File: src/rtl/aibcr3pnr_rstseq_pkg.sv
// rtl/aibcr3pnr_rstseq_pkg.sv - state encoding and sizing helpers for the staged reset sequencer
package aibcr3pnr_rstseq_pkg;

  typedef enum logic [2:0] {
    ST_IDLE     = 3'd0,
    ST_SETTLE   = 3'd1,
    ST_RELEASE  = 3'd2,
    ST_WAIT_ACK = 3'd3,
    ST_DONE     = 3'd4,
    ST_ERROR    = 3'd5
  } rstseq_state_t;

  function automatic int cnt_width(input int settle, input int timeout);
    int m;
    m = (settle > timeout) ? settle : timeout;
    return $clog2(m + 1);
  endfunction

  function automatic int idx_width(input int n);
    return (n > 1) ? $clog2(n) : 1;
  endfunction

endpackage

File: src/rtl/aibcr3pnr_rstseq_cnt.sv
// rtl/aibcr3pnr_rstseq_cnt.sv - saturating up-counter with clear and terminal compare
module aibcr3pnr_rstseq_cnt #(
  parameter int W = 4
) (
  input  logic         clk,
  input  logic         rst,
  input  logic         clr,
  input  logic         inc,
  input  logic [W-1:0] term,
  output logic [W-1:0] count,
  output logic         hit
);

  always_ff @(posedge clk) begin
    if (rst || clr) begin
      count <= '0;
    end else if (inc && (count != {W{1'b1}})) begin
      count <= count + 1'b1;
    end
  end

  assign hit = (count == term);

endmodule

File: src/rtl/aibcr3pnr_rstseq.sv
// rtl/aibcr3pnr_rstseq.sv - staged reset-release sequencer with per-stage ack timeout
module aibcr3pnr_rstseq
  import aibcr3pnr_rstseq_pkg::*;
#(
  parameter int NUM_STAGES    = 3,
  parameter int STABLE_CYCLES = 16,
  parameter int ACK_TIMEOUT   = 255
) (
  input  logic                                clk,
  input  logic                                rst,
  input  logic                                scan_mode_n,
  input  logic                                rst_n_bypass,
  input  logic                                enable,
  input  logic [NUM_STAGES-1:0]               stage_ack,
  output logic [NUM_STAGES-1:0]               stage_rst_n,
  output logic                                seq_done,
  output logic                                seq_err,
  output logic [idx_width(NUM_STAGES)-1:0]    err_stage
);

  localparam int CW = cnt_width(STABLE_CYCLES, ACK_TIMEOUT);
  localparam int IW = idx_width(NUM_STAGES);
  localparam logic [CW-1:0] SETTLE_TERM = CW'(STABLE_CYCLES - 1);
  localparam logic [CW-1:0] ACK_TERM    = (ACK_TIMEOUT > 0) ? CW'(ACK_TIMEOUT - 1) : '0;
  localparam logic [IW-1:0] LAST_IDX    = IW'(NUM_STAGES - 1);

  rstseq_state_t           state;
  logic [IW-1:0]           idx;
  logic [NUM_STAGES-1:0]   stage_rst_q;
  logic [CW-1:0]           cnt;
  logic                    cnt_hit;
  logic                    cnt_clr;
  logic [CW-1:0]           cnt_term;
  logic                    ack_cur;
  logic                    timeout;

  assign ack_cur  = stage_ack[idx];
  assign cnt_term = (state == ST_WAIT_ACK) ? ACK_TERM : SETTLE_TERM;
  assign timeout  = (ACK_TIMEOUT != 0) && cnt_hit;

  // One counter serves both phases; it restarts whenever a phase is entered.
  assign cnt_clr = !((state == ST_SETTLE) || (state == ST_WAIT_ACK)) ||
                   ((state == ST_WAIT_ACK) && ack_cur);

  aibcr3pnr_rstseq_cnt #(.W(CW)) u_cnt (
    .clk   (clk),
    .rst   (rst),
    .clr   (cnt_clr),
    .inc   (1'b1),
    .term  (cnt_term),
    .count (cnt),
    .hit   (cnt_hit)
  );

  always_ff @(posedge clk) begin
    if (rst) begin
      state       <= ST_IDLE;
      idx         <= '0;
      stage_rst_q <= '0;
      seq_done    <= 1'b0;
      seq_err     <= 1'b0;
      err_stage   <= '0;
    end else if ((state != ST_IDLE) && !enable) begin
      state       <= ST_IDLE;
      idx         <= '0;
      stage_rst_q <= '0;
      seq_done    <= 1'b0;
      seq_err     <= 1'b0;
    end else begin
      case (state)
        ST_IDLE: begin
          if (enable) state <= ST_SETTLE;
        end
        ST_SETTLE: begin
          if (cnt_hit) state <= ST_RELEASE;
        end
        ST_RELEASE: begin
          stage_rst_q[idx] <= 1'b1;
          state            <= ST_WAIT_ACK;
        end
        ST_WAIT_ACK: begin
          // A late ack still beats the timeout on the same edge.
          if (ack_cur) begin
            if (idx == LAST_IDX) begin
              state <= ST_DONE;
            end else begin
              idx   <= idx + 1'b1;
              state <= ST_SETTLE;
            end
          end else if (timeout) begin
            state       <= ST_ERROR;
            stage_rst_q <= '0;
            seq_err     <= 1'b1;
            err_stage   <= idx;
          end
        end
        ST_DONE: begin
          seq_done <= 1'b1;
        end
        ST_ERROR: begin
          state <= ST_ERROR;
        end
        default: begin
          state <= ST_IDLE;
        end
      endcase
    end
  end

  assign stage_rst_n = scan_mode_n ? stage_rst_q : {NUM_STAGES{rst_n_bypass}};

endmodule

File: config.mk
export PLATFORM = sky130hd
export DESIGN_NAME = aibcr3pnr_rstseq
export DESIGN_NICKNAME = d
export VERILOG_FILES = /design/src/rtl/aibcr3pnr_rstseq_pkg.sv /design/src/rtl/aibcr3pnr_rstseq_cnt.sv /design/src/rtl/aibcr3pnr_rstseq.sv
export SDC_FILE = /design/constraint.sdc
export NUM_CORES = 1
export LEC_CHECK = 0
export CORE_MARGIN = 5
export CORE_UTILIZATION = 47
export DETAILED_ROUTE_END_ITERATION = 8
export DONT_BUFFER_PORTS = 1
export PLACE_DENSITY_LB_ADDON = 0.25
export SYNTH_ARGS = -nofsm -noshare
export SYNTH_HDL_FRONTEND = slang
export SYNTH_SLANG_ARGS = --single-unit
File: constraint.sdc
create_clock -name clk -period 3.5 [get_ports clk]
set_input_delay 0.35 -clock clk [delete_from_list [all_inputs] [get_ports clk]]
set_output_delay 0.35 -clock clk [all_outputs]
set_load 0.005 [all_outputs]
* After elaboration in Yosys (flattened, before gate mapping) *
Cells that the tools add are included.

word-level totals
  output and inout bits = 7
  input port bits = 8
  bits in registers = 20
  logic and storage cells = 61

operators by class
  bitwise logic cells = 5
  $add $sub $neg = 2
  equal/unequal tests = 13
  muxes and demuxes = 15
  reduce and logical (&&, ||, !) cells = 17
  order comparisons = 2

operators with widths
  operator               number
  $mux W3                8
  $pmux W3 S6            1
  $reduce_and A3 Y1      3
  $add A8 B1 Y8 const B  1
  $eq A8 B8 Y1           1
  $mux W8                1
  $ne A2 B2 Y1 const B   4
  $ne A8 B8 Y1 const B   1
  $reduce_and A4 Y1      2
  $eq A3 B2 Y1 const B   2
  $eq A3 B3 Y1 const B   2
  $pmux W3 S2            1
  $not A1 Y1             4
  $eq A3 B1 Y1 const B   1
  $logic_and A1 B1 Y1    3
  $logic_not A3 Y1       1
  $logic_or A1 B1 Y1     3
  $lt A2 B3 Y1 const B   1
  $ne A3 B3 Y1 const B   1
  $or A3 B3 Y3           1
  $reduce_bool A3 Y1     1
  $add A2 B1 Y2 const B  1
  $bmux W1 S2            1
  $demux W1 S2           1
  6 further kinds        8

* Longest topological paths before layout *
  depth in word-level cells = 6
  depth in mapped cells = 6
  depth with buffers taken out = 5

* By module *
A second synthesis with hierarchy kept.

unflattened totals
  cells, all modules = 143
  area, all modules = 1,238.7 um2

modules (own cells, without submodules)
  module                cells each  area an instance (um2)  times used  sequential area each (um2)
  aibcr3pnr_rstseq      87          729.4                   1           240.2
  aibcr3pnr_rstseq_cnt  56          509.2                   1           160.2

* Least setup slack after synthesis *
OpenSTA, ideal clock, no wires.

  path type = flip-flop to flip-flop
  from = reg idx[1]
  to = reg u_cnt.count[3]
  library setup time = 0.073 ns
  path buffers = 1
  data arrival time = 1.423 ns
  stages on the path, launching flop included = 6
  data required time = 3.427 ns
  clock period less this slack = 1.496 ns
  setup slack = 2.004 ns
  cells stage by stage = dfxtp_1 -> mux2i_1 -> o22ai_1 -> or3b_1 -> buf_6 -> nor3_2

between the ends
  cells in the longest elaborated chain, start to end = 5

RTL lines
  element                        line                        RTL
  from (decl)                    aibcr3pnr_rstseq.sv:28      logic [IW-1:0] idx;
  from (signal assigned)         aibcr3pnr_rstseq.sv:87      idx <= idx + 1'b1;
  $bmux W1 S2                    aibcr3pnr_rstseq.sv:37      assign ack_cur = stage_ack[idx];
  $mux W1 (not written as such)  aibcr3pnr_rstseq.sv:37
  $logic_and A1 B1 Y1            aibcr3pnr_rstseq.sv:43      ((state == ST_WAIT_ACK) && ack_cur);
  $logic_or A1 B1 Y1             aibcr3pnr_rstseq.sv:42      assign cnt_clr = !((state == ST_SETTLE) || (state == ST_WAIT_ACK)) ||
  $logic_or A1 B1 Y1             aibcr3pnr_rstseq_cnt.sv:15  if (rst || clr) begin
  to (signal assigned)           aibcr3pnr_rstseq_cnt.sv:18  count <= count + 1'b1;
  to (decl)                      aibcr3pnr_rstseq_cnt.sv:10  output logic [W-1:0] count,

Every way passes these cells. The select of a mux whose other input is x is not followed.
A chain may end at the register's enable or synchronous reset.

* Worst setup path in the final report *
Same ends and word-level chain as after synthesis.

==> flow_summary.json <==
{
  "setup_tns_ns": 0,
  "synth_seq_cells": 20,
  "crit_type": "register to register",
  "grt_overflow": 0,
  "p_leak_uw": 0.0004012,
  "synth_nets": 145,
  "cts_hold_buf": 0,
  "yosys-top-cells-area": "dfxtp_1 34%, nor3_2 5.1%, a21oi_1 4.7%, ha_1 4.3%, nand2_1 4.2%",
  "dieWidth_um": 59.92,
  "wl_per_cell_um": 14.76,
  "r2r_end": "u_cnt.count[3]$_SDFFE_PP0P_",
  "post-dp-hpwl_um": 1790,
  "crit_arrival_ns": 1.98,
  "synth_cells": 133,
  "nFillCells": 222,
  "clk_latency_ns": 0.31,
  "cts_setup_buffers": 0,
  "clk_pin_slew_ns": 0.13,
  "grt_max_degree": 13,
  "drive_above_1_share": 0.1353,
  "worstRegToRegCells": 4,
  "synth_top_area_cell": "dfxtp_1",
  "use_met2": 0.2531,
  "ys_seq_area_frac": 0.3419,
  "internal_power_uw": 351.5,
  "use_met3": 0.02808,
  "drtIter0Drc": 36,
  "ctsLongestPathBuffers": 2,
  "die_h_um": 59.92,
  "core_mm2": 0.002432,
  "crit_fanout": 8,
  "clock-sinks": 20,
  "drv_cap": 0,
  "setup_violations": 0,
  "power_frac_seq": 0.525,
  "hold-worst-slack_ns": 0.09079,
  "yosysTopAreaCellShare": 0.3419,
  "synth.distinct_cells": 45,
  "clkPwrFrac": 0.437,
  "cts_made_buffers": 3,
  "fmax_mhz": 576.2,
  "outcome": "completed",
  "grt_pass1_vias": 917,
  "power_density_mw_per_mm2": 359.5,
  "multi_input_area_um2": 721.9,
  "die_area_mm2": 0.003590,
  "place_congestion": 0.8087,
  "antenna_found_initial": 0,
  "crit_path_start_kind": "register",
  "synth_warnings": 0,
  "met1_usage": 0.1658,
  "worst-r2r-setup-slack_ns": 1.76,
  "drtPass1Iterations": 4,
  "root_buffer": "clkbuf_4",
  "cp.required_ns": 3.75,
  "wl_um": 2406,
  "rsz0062_at_grt": "no",
  "cts_resized": 0,
  "tightest_slew_ns": 0.4334,
  "p_switching_uw": 89.79,
  "drc_errors": 0,
  "ys.flop_type": "dfxtp_1",
  "synth.avg_cell_area_um2": 8.805,
  "final_common_cell": "dfxtp_1",
  "pre_cts_slack_ns": 1.789,
  "hp-class": "input port to register",
  "fin_crit_ns": 1.735,
  "syn2layout_area_growth_pct": 4.808,
  "initial_utilization": 0.4815,
  "vias": 980,
  "peakVddDrop_uv": 221.6,
  "grtUsageTotal": 0.1458,
  "detail-route-antenna-nets": 0,
  "io_buffers": 0,
  "max-slew-margin-rel": 0.7108,
  "cts_tree": "yes",
  "vias_per_cell": 6.012,
  "ios": 15,
  "synthArstFlopShare": 0,
  "hold_end": "err_stage[0]$_SDFFE_PP0P_",
  "hold_start": "rst",
  "seq_area_um2": 400.4,
  "slew_violations": 0,
  "syn_area_mm2": 0.001171,
  "p_comb_frac": 0.038,
  "htreeDepth": 1,
  "diodes": 0,
  "holdPathStages": 1,
  "synth_enable_flop_cells": 0,
  "finalHoldViolCount": 0,
  "top_usage_layer": "met2",
  "fin_worst_skew_ns": 0.006722,
  "period_share": 0.4958,
  "fin_ws_ns": 1.765,
  "finalNetCount": 146,
  "cp-end-kind": "register",
  "final_cell_mix": "20 x dfxtp_1, 13 x nand2_1, 13 x nor2_1",
  "grt_pass1_wl_um": 3960,
  "core.rowCount": 18,
  "p_sw_frac": 0.2035,
  "r2r_start": "idx[1]$_SDFFE_PP0P_"
}
## critical path, cell delays in order, from the launching register on
cell     delay (ns)
dfxtp_1        0.51
mux2i_1        0.27
o22ai_1        0.13
or3b_1         0.54
nor3_2         0.22
## power by group through the flow
stage | registers (µW) | logic (µW) | clock network [µW]
finish | 232 | 16.7 | 193
global route | 232 | 18.8 | 210
CTS | 231 | 16.9 | 196
detailed placement | 237 | 16.8 | 0
global placement | 237 | 16.7 | 0
floorplan | 235 | 17.4 | 0
## flip-flops by register name (all words and copies together) (netlist names)
name and flops:
stage_rst_q 3, u_cnt.count 8, err_stage 2, state 3
idx 2, seq_done 1, seq_err 1
## cells in the mapped netlist, drive strengths merged (3+ instances only)
cell type  number
nand4           6
inv             4
nor3            8
and3            4
o21ai           3
ha              4
nand2b          4
nor2           13
nand3           3
a21oi          12
o31ai           4
nand2          13
mux2i           3
dfxtp          20
buf             4
o32ai           3
## layout make-up
| class | instances | area share |
|---|---|---|
| tap | 30 | 0.03058 |
| sequential | 20 | 0.3262 |
| clock inverter | 1 | 0.02446 |
| clock buffer | 3 | 0.01835 |
| multi-input combinational | 105 | 0.5882 |
| inverter | 4 | 0.01223 |
## through the flow
stage               utilization  cells  instance area (µm²)  total power (µW)
floorplan                     -    133                 1171             252.2
global placement         0.4830    159                 1175             253.3
detailed placement       0.4830    159                 1175             253.3
CTS                      0.5046    163                 1227             443.9
global route             0.5046    163                 1227             460.2
finish                   0.5046    163                 1227             441.2
## worst max-delay path by stage
stage                                  endpoint           startpoint  cells past startpoint
CTS                 u_cnt.count[3]$_SDFFE_PP0P_  idx[1]$_SDFFE_PP0P_                      4
floorplan           u_cnt.count[3]$_SDFFE_PP0P_  idx[1]$_SDFFE_PP0P_                      5
global placement    u_cnt.count[6]$_SDFFE_PP0P_  idx[1]$_SDFFE_PP0P_                      4
global route        u_cnt.count[6]$_SDFFE_PP0P_  idx[1]$_SDFFE_PP0P_                      4
finish              u_cnt.count[3]$_SDFFE_PP0P_  idx[1]$_SDFFE_PP0P_                      4
detailed placement  u_cnt.count[3]$_SDFFE_PP0P_  idx[1]$_SDFFE_PP0P_                      4
## layer usage
layer  vias to the layer above  wire, µm
met5                         -         0
met3                         6        74
li1                        497         -
met4                         0        52
met2                        17      1180
met1                       460      1098
## kinds of logic (layout without fill, tap and decap cells)
group / after synthesis / after routing / share of synthesized area
compound gates: 32 / 32 / 0.2030
xor+xnor: 2 / 2 / 0.01496
fa+ha+maj: 4 / 4 / 0.04274
buf+inv: 8 / 8 / 0.04166
flops: 20 / 20 / 0.3419
mux: 4 / 4 / 0.03846
simple gates: 63 / 63 / 0.3173
No activity file was read; power rests on OpenSTA's default activity.
